$ cat src/rtl/rom_scan_pkg.sv
// rtl/rom_scan_pkg.sv - shared state encoding and default sizes for the ROM max-scan sequencer
package rom_scan_pkg;

    localparam int DEF_DEPTH  = 512;
    localparam int DEF_ADDR_W = 9;
    localparam int DEF_DATA_W = 16;

    typedef enum logic [1:0] {
        S_IDLE,
        S_SCAN,
        S_DRAIN,
        S_DONE
    } state_t;

endpackage

$ cat src/rtl/rom_scan_ctrl_max_tracker.sv
// rtl/rom_scan_ctrl_max_tracker.sv - running maximum with first-load and strict-greater update
module max_tracker #(
    parameter int ADDR_W = 9,
    parameter int DATA_W = 16
) (
    input  logic              clk,
    input  logic              rst,
    input  logic              clr,
    input  logic              vld,
    input  logic [ADDR_W-1:0] idx,
    input  logic [DATA_W-1:0] data,
    output logic [DATA_W-1:0] next_value,
    output logic [ADDR_W-1:0] next_index
);

    logic [DATA_W-1:0] cur_value;
    logic [ADDR_W-1:0] cur_index;
    logic              take;

    // Index 0 seeds the scan; later entries need a strictly larger value so ties keep the lower index.
    assign take = vld && ((idx == '0) || (data > cur_value));

    // The next-state view lets the sequencer publish a result that includes the entry being compared now.
    always_comb begin
        next_value = cur_value;
        next_index = cur_index;
        if (take) begin
            next_value = data;
            next_index = idx;
        end
    end

    always_ff @(posedge clk) begin
        if (rst || clr) begin
            cur_value <= '0;
            cur_index <= '0;
        end else begin
            cur_value <= next_value;
            cur_index <= next_index;
        end
    end

endmodule

$ cat src/rtl/rom_scan_ctrl.sv
// rtl/rom_scan_ctrl.sv - sequencer that scans a synchronous ROM and publishes its max value and index
module rom_scan_ctrl
    import rom_scan_pkg::*;
#(
    parameter int DEPTH  = DEF_DEPTH,
    parameter int ADDR_W = DEF_ADDR_W,
    parameter int DATA_W = DEF_DATA_W
) (
    input  logic              clk,
    input  logic              rst,
    input  logic              start,
    input  logic              cont,
    output logic              rom_en,
    output logic [ADDR_W-1:0] rom_addr,
    input  logic [DATA_W-1:0] rom_data,
    output logic              busy,
    output logic              done,
    output logic [DATA_W-1:0] max_value,
    output logic [ADDR_W-1:0] max_index
);

    localparam logic [ADDR_W-1:0] LAST_ADDR = ADDR_W'(DEPTH - 1);

    state_t            state;
    state_t            state_nxt;
    logic              scan_go;
    logic              rd_vld;
    logic [ADDR_W-1:0] rd_idx;
    logic [DATA_W-1:0] trk_value;
    logic [ADDR_W-1:0] trk_index;

    always_ff @(posedge clk) begin
        if (rst) begin
            state <= S_IDLE;
        end else begin
            state <= state_nxt;
        end
    end

    always_comb begin
        state_nxt = state;
        case (state)
            S_IDLE:  if (start) state_nxt = S_SCAN;
            S_SCAN:  if (rom_addr == LAST_ADDR) state_nxt = S_DRAIN;
            S_DRAIN: state_nxt = S_DONE;
            S_DONE:  state_nxt = cont ? S_SCAN : S_IDLE;
            default: state_nxt = S_IDLE;
        endcase
    end

    assign scan_go = (state_nxt == S_SCAN) && (state != S_SCAN);
    assign rom_en  = (state == S_SCAN);
    assign busy    = (state != S_IDLE);
    assign done    = (state == S_DONE);

    // Address parks on the last entry after a scan and only rewinds when a new scan begins.
    always_ff @(posedge clk) begin
        if (rst) begin
            rom_addr <= '0;
        end else if (scan_go) begin
            rom_addr <= '0;
        end else if (rom_en && (rom_addr != LAST_ADDR)) begin
            rom_addr <= rom_addr + 1'b1;
        end
    end

    always_ff @(posedge clk) begin
        if (rst) begin
            rd_vld <= 1'b0;
            rd_idx <= '0;
        end else begin
            rd_vld <= rom_en;
            rd_idx <= rom_addr;
        end
    end

    max_tracker #(
        .ADDR_W (ADDR_W),
        .DATA_W (DATA_W)
    ) u_max_tracker (
        .clk        (clk),
        .rst        (rst),
        .clr        (scan_go),
        .vld        (rd_vld),
        .idx        (rd_idx),
        .data       (rom_data),
        .next_value (trk_value),
        .next_index (trk_index)
    );

    // Leaving DRAIN the final entry is still in flight, so capture the tracker's next view.
    always_ff @(posedge clk) begin
        if (rst) begin
            max_value <= '0;
            max_index <= '0;
        end else if (state == S_DRAIN) begin
            max_value <= trk_value;
            max_index <= trk_index;
        end
    end

endmodule

$ cat config.mk
export PLATFORM = sky130hd
export DESIGN_NAME = rom_scan_ctrl
export DESIGN_NICKNAME = d
export VERILOG_FILES = /design/src/rtl/rom_scan_pkg.sv /design/src/rtl/rom_scan_ctrl_max_tracker.sv /design/src/rtl/rom_scan_ctrl.sv
export SDC_FILE = /design/constraint.sdc
export NUM_CORES = 1
export LEC_CHECK = 0
export BUFFER_PORTS_ARGS = -buffer_cell sky130_fd_sc_hd__buf_2
export CORE_MARGIN = 2
export CORE_UTILIZATION = 54
export DETAILED_ROUTE_END_ITERATION = 8
export PLACE_DENSITY = 0.77
export REMOVE_ABC_BUFFERS = 1
export SETUP_SLACK_MARGIN = 0.3
export SLEW_MARGIN = 20
export SYNTH_ARGS = -nofsm -noshare
export SYNTH_HDL_FRONTEND = slang
export SYNTH_SLANG_ARGS = --single-unit
export TNS_END_PERCENT = 5
$ cat constraint.sdc
create_clock -name clk -period 3 [get_ports clk]
set_clock_uncertainty 0.05 [all_clocks]
set_input_delay 0.15 -clock clk [delete_from_list [all_inputs] [get_ports clk]]
set_output_delay 0.15 -clock clk [all_outputs]
set_load 0.005 [all_outputs]
# After elaboration in Yosys (flattened, before gate mapping)
# Cells that the tools add are included.
[word_totals] mem_bits_rw=0 latchBits=0 ff_bits=71 elab_cells=32 output_inout_bits=37 rom_bits=0 mem_count=0
[op_classes] mul=0 bitwise_logic=0 n_shift=0 n_reduce_logical=9 eq_ne=7 addsub=1 muxes=6 div=0 magnitude_cmp=1
[ops] op="greater-than comparator 16 bit" n=1
[ops] op="2-to-1 mux 16 bit" n=1
[ops] op="adder 9 x 1 -> 9 bit, second input constant" n=1
[ops] op="== test 9 bit, second input constant" n=1
[ops] op="logical NOT 9 bit" n=1
[ops] op="2-to-1 mux 9 bit" n=1
[ops] op="inequality test 9 bit, second input constant" n=1
[ops] op="one-hot mux 2 bit (4 select lines)" n=1
[ops] op="== test 2 x 1 -> 1 bit, second input constant" n=2
[ops] op="== test 2 bit, second input constant" n=2
[ops] op="2-to-1 mux 2 bit" n=2
[ops] op="logical AND 1 bit" n=3
[ops] op="logical NOT 2 bit" n=1
[ops] op="logical OR 1 bit" n=2
[ops] op="inequality test 2 x 1 -> 1 bit, second input constant" n=1
[ops] op="nonzero test 2 bit" n=1
[ops] op="OR reduction 2 bit" n=1
[ops] op="2-to-1 mux 1 bit" n=1

# Depth between registers and ports, before layout
# Gate-level depths: netlist of the first run.
[depth] ltp_word=6 depth_mapped=10 depth_no_buf=9

# Modules after synthesis
# From an unflattened synthesis of the first run, not the netlist that was laid out.
[hier_totals] hier_cells=395 hier_area_um2=3472.1
[modules_own_cells] mod="rom_scan_ctrl" n_inst=1 area_per_inst_um2=1751.7 seq_area_each_um2=920.9 cells_per_inst=198
[modules_own_cells] mod="max_tracker" n_inst=1 area_per_inst_um2=1720.4 seq_area_each_um2=500.5 cells_per_inst=197

# Worst setup path after synthesis of the first run
# Ideal clock, no wire load.
[synth_path] kind="register to register" start="register u_max_tracker.cur_value[15]" end="register max_index[6]" stages_incl_launch_ff=11 setup_slack_ns=0.465 path_buffers=2 arrival_time_ns=2.400 required_time_ns=2.864 synth_period_minus_slack_ns=2.535 path_cell_list="dfxtp_1 inv_1 ha_1 nand4_1 or4_1 or3_1 o311a_1 buf_6 buf_12 mux2i_1 a211oi_1"
[synth_between] elab_chain_len=4
[synth_lines] item="from (decl)" line="rom_scan_ctrl_max_tracker.sv:16" text="logic [DATA_W-1:0] cur_value;"
[synth_lines] item="from (signal assigned)" line="rom_scan_ctrl_max_tracker.sv:38" text="cur_value <= next_value;"
[synth_lines] item="greater-than comparator 16 bit" line="rom_scan_ctrl_max_tracker.sv:21" text="assign take = vld && ((idx == '0) || (data > cur_value));"
[synth_lines] item="logical OR 1 bit" line="rom_scan_ctrl_max_tracker.sv:21"
[synth_lines] item="logical AND 1 bit" line="rom_scan_ctrl_max_tracker.sv:21"
[synth_lines] item="2-to-1 mux 9 bit" line="rom_scan_ctrl_max_tracker.sv:27" text="if (take) begin"
[synth_lines] item="to (signal assigned)" line="rom_scan_ctrl.sv:98" text="max_index <= trk_index;"
[synth_lines] item="to (decl)" line="rom_scan_ctrl.sv:19" text="output logic [ADDR_W-1:0] max_index"
# Every way passes these cells.
# A chain may end at the register's enable or synchronous reset.

# Final worst setup path of the first run
[layout_path] start="register u_max_tracker.cur_value[11]" end="register max_index[4]"
# Same word-level chain as after synthesis.

==> summary.txt, run 1 <==
Power
  – PnR Total Power: 1.83 mW
  – PwrDens: 514 nW/µm²
  – Leakage power: 1.46 nW
  – Peak VDD IR: 328 µV

Drt
  – Remaining antenna violation count: 0
  – Vias: 2,309
  – Routed len/inst: 13.5 µm
  – DR vias/cell: 5.22
  – 1st-iter DRT viols: 68
  – Drt first pass iters: 4
  – # DRC: 0
  – Routed WL: 5950 µm

Critical path
  – Setup slack, reg-to-reg: 0.34 ns
  – Slowest stage cell, crit path: or4_4
  – Worst path top cell family by delay: simple AND/OR/NAND/NOR gates
  – Worst r2r path cells: 9
  – Worst-path cell chain: inv_1 -> ha_4 -> nand4_1 -> or4_4 -> a21oi_1 -> o311a_4 -> buf_6 -> mux2i_2 -> a211oi_2
  – CP Capture Type: flop
  – Max incr delay on CP: 0.55 ns
  – WS Path Type: reg2reg
  – Worst r2r src: u_max_tracker.cur_value[11]
  – Required time worst endpoint: 3.15 ns
  – Critical path startpoint category: flop
  – Crit. Startpoint: u_max_tracker.cur_value[11]
  – Critical Path Sink: max_index[4]
  – Critical path depth: 9
  – Maximum fanout along the worst path: 8
  – Critical R2R Capture: max_index[4]
  – Buf/Inv on CP: 2
  – CP arrival: 2.81 ns

Cells and area
  – Most common cell after layout, fill and taps aside: dfxtp_1
  – Non-Filler Instances: 442
  – Ant diodes: 0
  – Commonest cells after routing, fill and taps aside: dfxtp_1 (70), nor2_1 (65), buf_2 (56)
  – Share of layout cells above drive strength 1: 26.1%
  – Synth-to-Final Area Change: 20.4%
  – Post-layout util: 68.3%
  – Post-route cell area: 3560 µm²
  – Final #Nets: 405

Logic synthesis
  – Netlist cell types: 32
  – Top_reg_cell synth: dfxtp_1
  – Yosys Warn Count: 0
  – Register bit total from synthesis: 71
  – Sequential share of the synthesized area: 48.1%
  – Synthesized area: 2950 µm²
  – EDFF count, synth: 0
  – Syn_area_per_cell: 9.69 µm²
  – Post-synth ARST share: 0%
  – Gate Count Post-Synth: 305

STA
  – Slew of the pin with the lowest slew margin: 0.682 ns
  – Final setup viols: 0
  – Max-slew headroom at the worst pin: 54.5%
  – Slew Limit Fails: 0
  – Worst hold margin: 0.0342 ns
  – Final Cycle Share: 88.5%
  – PnR worst setup slack: 0.345 ns
  – Final min period: 2.66 ns
  – Upper clock frequency limit: 377 MHz
  – Total negative slack: 0 ns
  – Hold Fails Final Rpt: 0
  – RSZ-0062 raised after global routing: true

Placed design
  – # placed instances: 420
  – Placer Congestion: 0.751
  – Port bufs: 56
  – Post-DP HPWL: 3910 µm
  – Setup WS pre-CTS: 0.148 ns
  – Placed instance area: 3220 µm²

Global routing
  – Vias in the first global route: 2,183
  – Grt ovf: 0
  – Pin count of the biggest net entering global routing: 39
  – Initial antenna violation count: 0
  – All-Layer GR Usage: 19.9%
  – First-pass GRT wire length: 9440 µm

Clocking
  – CTS Buf Count: 9
  – CTS max path bufs: 2
  – Hold-fix buffers, CTS: 0
  – Clock Tree Root: clkbuf_8
  – Clk sinks: 71
  – TritonCTS clock tree: done
  – H-tree depth: 3
  – Clk slew on worst S/H paths: 0.07 ns
  – Clk Latency, worst-skew pair: 0.34 ns

Die
  – Initial Util: 56.8%
  – Io pins: 57
  – Die span in y: 78.0 µm
  – Core Region: 5200 µm²
  – Die width: 78.0 µm
  – Rows: 26
  – DIE AREA: 6080 µm²

Min path
  – Min-Delay Path Class: in2reg

Run
  – Max cap viols: 0

Run status
  – Status: complete, no violations
cells in the mapped netlist, types with 2 or more instances:
master	number	share of area, %
dfxtp_1	71	48
nor2_1	65	8.3
mux2i_1	27	9.1
a211oi_1	25	6.4
inv_1	20	2.5
ha_1	18	7.6
nor2b_1	11	2.3
a21oi_1	10	1.7
clkbuf_1	9	1.1
nand2_1	7	0.89
nand4_1	6	1.3
o21ai_0	5	0.85
clkbuf_8	4	1.9
xor2_1	4	1.2
or3_1	3	0.64
buf_12	2	1.4
nand3_1	2	0.34
or4_1	2	0.51
layer usage:
metal,routed length (µm),vias up,GRT usage (%)
met4,148,0,10.9
met5,0,-,0
met3,289,13,6.74
met2,2910,51,33.4
met1,2600,1077,22.0
li1,-,1168,-
worst min path at each step:
| stage | end | depth (start not counted) | slack (ns) | from |
|---|---|---|---|---|
| 6_report | state[0] | 3 | 0.03 | cont |
| 5_1_grt | state[0] | 3 | 0.03 | cont |
| 4_1_cts | u_max_tracker.cur_value[11] | 3 | 0.02 | rom_data[11] |
| 3_5_place_dp | u_max_tracker.cur_value[11] | 3 | 0.39 | rom_data[11] |
| 3_3_place_gp | state[0] | 3 | 0.37 | cont |
| 2_1_floorplan | rd_idx[0] | 1 | 0.17 | rst |
repair_timing:
action                                  CTS  global route
resized for setup                         5            11
setup buffers                             1             5
endpoints found under the setup margin   40            42
gates cloned                              0             0
pin swaps                                 1             8
layout make-up:
| cell class | instances | area (µm²) |
|---|---|---|
| Clock inverter | 3 | 15.0 |
| Clock buffer | 13 | 179 |
| Inverter | 20 | 75.1 |
| Timing Repair Buffer | 68 | 387 |
| Fill cell | 417 | 1650 |
| Multi-Input combinational cell | 197 | 1390 |
| Tap cell | 70 | 87.6 |
| Sequential cell | 71 | 1420 |
sequential cells by signal, indices dropped and copies added (netlist names):
name / cells
max_index: 9
max_value: 16
rd_idx: 9
rd_vld: 1
rom_addr: 9
state: 2
u_max_tracker.cur_index: 9
u_max_tracker.cur_value: 16
report_power, final:
| group | internal, mW | total [mW] | switching (mW) |
|---|---|---|---|
| clock network | 0.386 | 0.723 | 0.337 |
| registers | 0.952 | 0.960 | 0.00757 |
| logic | 0.0652 | 0.144 | 0.0790 |
cell families (layout without fill, tap and decap cells):
kind of cell,count (synthesis),after routing,synth area share [%]
xor+xnor,5,5,1.48
fa+ha+maj,18,18,7.62
flops,71,71,48.1
mux,27,27,9.15
simple gates,101,101,15.3
compound gates,46,46,10.7
buf+inv,37,104,7.62
worst register-to-register path: cells and delay by family, from the launching register on:
family	cells	cell delay [ns]
AOI/OAI and AO/OA	3	0.65
adders and majority gates	1	0.28
buffers and inverters	2	0.24
DFF	1	0.34
muxes	1	0.29
and+or+nand+nor	2	0.68
(Power assumes the default switching activity.)
==> run 2: changes to the inputs <==
- CELL_PAD_IN_SITES_DETAIL_PLACEMENT: default -> 1
- CELL_PAD_IN_SITES_GLOBAL_PLACEMENT: default -> 1
- CORE_UTILIZATION: 54 -> 41
==> run 2 against run 1 <==
Routed wire length rose by 21%. Sequential share of layout area fell by 0.86 points. Final cell count rose by 5.0%. Critical path type unchanged. Critical endpoint is now max_value[6].
==> summary.txt, run 2 (synthesis gave the netlist of run 1 again) <==
Die
  – Die span in y: 88.9 µm (+14%)
  – Core Region: 6870 µm² (+32%)
  – Initial Util: 43.0% (-14 points)
  – Die width: 88.9 µm (+14%)
  – Rows: 30 (+15%)
  – DIE AREA: 7900 µm² (+30%)
  – Io pins: 57 (unchanged)

Cells and area
  – Non-Filler Instances: 464 (+5.0%)
  – Ant diodes: 0 (unchanged)
  – Synth-to-Final Area Change: 23.3%
  – Regs by FF count: max_value x16, u_max_tracker.cur_value x16
  – Final #Nets: 401 (-0.99%)
  – Post-route cell area: 3640 µm² (+2.5%)
  – Most common cell after layout, fill and taps aside: dfxtp_1
  – Share of layout cells above drive strength 1: 28.8% (+2.7 points)
  – Commonest cells after routing, fill and taps aside: dfxtp_1 (67), nor2_1 (65), buf_2 (56)

Global routing
  – Vias in the first global route: 2,452 (+12%)
  – Pin count of the biggest net entering global routing: 52 (+33%)
  – First-pass GRT wire length: 11,000 µm (+17%)
  – Grt ovf: 0 (unchanged)
  – Initial antenna violation count: 0 (unchanged)
  – All-Layer GR Usage: 18.3% (-1.5 points)

Power
  – Comb power frac: 8.5% (+0.6 points)
  – Sw power: 0.451 mW (+6.6%)
  – Int Pwr: 1.42 mW (+1.5%)
  – Leakage power: 1.45 nW (-0.74%)
  – Peak VDD IR: 289 µV (-12%)
  – PwrDens: 515 nW/µm² (+0.19%)
  – Seq pwr share: 51.2% (-1.3 points)
  – Switching Fraction: 24.1% (+0.90 points)
  – Clk pwr share: 40.3% (+0.7 points)

STA
  – Slew Limit Fails: 0 (unchanged)
  – Final setup viols: 0 (unchanged)
  – Final Cycle Share: 90.0% (+1.5 points)
  – RSZ-0062 raised after global routing: false
  – PnR worst setup slack: 0.301 ns (-0.0436 ns)
  – Max-slew headroom at the worst pin: 63.9% (+9.4 points)
  – Final min period: 2.70 ns (+0.0436 ns)
  – Total negative slack: 0 ns (unchanged)
  – Hold Fails Final Rpt: 0 (unchanged)
  – Slew of the pin with the lowest slew margin: 0.542 ns (-0.140 ns)
  – Upper clock frequency limit: 371 MHz (-1.6%)

Clocking
  – TritonCTS clock tree: done
  – Hold-fix buffers, CTS: 0 (unchanged)
  – Clk slew on worst S/H paths: 0.07 ns (about the same)
  – Clk sinks: 71 (unchanged)
  – CTS Buf Count: 9 (unchanged)
  – Clk Latency, worst-skew pair: 0.35 ns (about the same)
  – Clock Tree Root: clkbuf_8
  – H-tree depth: 3 (unchanged)
  – CTS max path bufs: 2 (unchanged)

Placed design
  – Post-DP HPWL: 4560 µm (+17%)
  – Placed instance area: 3240 µm² (+0.54%)
  – Setup WS pre-CTS: 0.164 ns (+0.0160 ns)
  – Placer Congestion: 0.759 (+1.2%)
  – Port bufs: 56 (unchanged)
  – # placed instances: 444 (+5.7%)

Drt
  – DR vias/cell: 4.99 (-4.5%)
  – Routed WL: 7180 µm (+21%)
  – Routed len/inst: 15.5 µm (+15%)
  – Remaining antenna violation count: 0 (unchanged)
  – 1st-iter DRT viols: 60 (-12%)
  – Drt first pass iters: 3 (-1)
  – # DRC: 0 (unchanged)
  – Vias: 2,316 (+0.30%)

Min path
  – Min-Delay Path Class: in2reg
  – Worst hold path depth: 3 (unchanged)

Critical path
  – Maximum fanout along the worst path: 6 (-2)
  – Required time worst endpoint: 3.16 ns (about the same)
  – Critical path startpoint category: flop
  – CP arrival: 2.86 ns (+0.05 ns)
  – CP Capture Type: flop
  – WS Path Type: reg2reg
  – Worst r2r path cells: 9 (unchanged)

Run status
  – Status: complete, no violations

Run
  – Max cap viols: 0 (unchanged)
run 2: cell count changes in the layout (fill, tap and decap cells not counted), sizes merged:
cell,before,now
bufinv,0,1
clkbuf,13,12
buf,68,62
clkinvlp,0,2
run 2: what timing repair did:
item,in CTS,in global routing
gates resized for setup,6,23
gates cloned,0,3
pin swaps,1,8
buffers inserted,1,0
endpoints found under the setup margin,50,38
run 2: power groups by stage:
stage	Clock, mW	Sequential (mW)	Combinational, mW
6_report	0.756	0.961	0.159
2_1_floorplan	0	0.979	0.0743
5_1_grt	0.830	0.962	0.175
3_5_place_dp	0	0.981	0.128
4_1_cts	0.776	0.960	0.134
3_3_place_gp	0	0.981	0.125
run 2: final cells by class:
class	count	area, µm²
tap	96	120
multi-input combinational	197	1430
timing repair buffer	64	392
fill	798	3230
clock inverter	6	60.1
inverter	20	75.1
sequential	71	1430
clock buffer	10	138
run 2: per-stage QoR:
step / hold WS (ns) / util [%] / power (mW)
global placement: 0.374 / 47.2 / 1.11
floorplan: 0.172 / - / 1.05
global route: 0.0207 / 53.0 / 1.97
CTS: 0.00749 / 50.5 / 1.87
finish: 0.0176 / 53.0 / 1.88
detailed placement: 0.383 / 47.2 / 1.11
run 2: per-layer routing:
| layer | part of all wire [%] | track usage [%] | routed length (µm) |
|---|---|---|---|
| met5 | 0 | 0 | 0 |
| met4 | 2.0 | 5.23 | 142 |
| met3 | 5.1 | 6.62 | 365 |
| met2 | 51 | 32.8 | 3670 |
| met1 | 42 | 20.3 | 3000 |
run 2: worst max-delay path, stage by stage (launching register included):
cell and delay [ns]:
dfxtp_2 0.34, inv_1 0.07, ha_4 0.29, nand4_1 0.16, or4_4 0.58, or3_4 0.40, o311a_4 0.16, clkbuf_16 0.19
mux2i_2 0.23, a211oi_2 0.10
run 2: final timing paths:
| path | endpoint | slack (ns) | from |
|---|---|---|---|
| max | max_value[6] | 0.30 | u_max_tracker.cur_value[15] |
| min | state[0] | 0.02 | cont |
| max reg2reg | max_value[6] | 0.30 | u_max_tracker.cur_value[15] |
| min reg2reg | max_value[12] | 0.45 | max_value[12] |
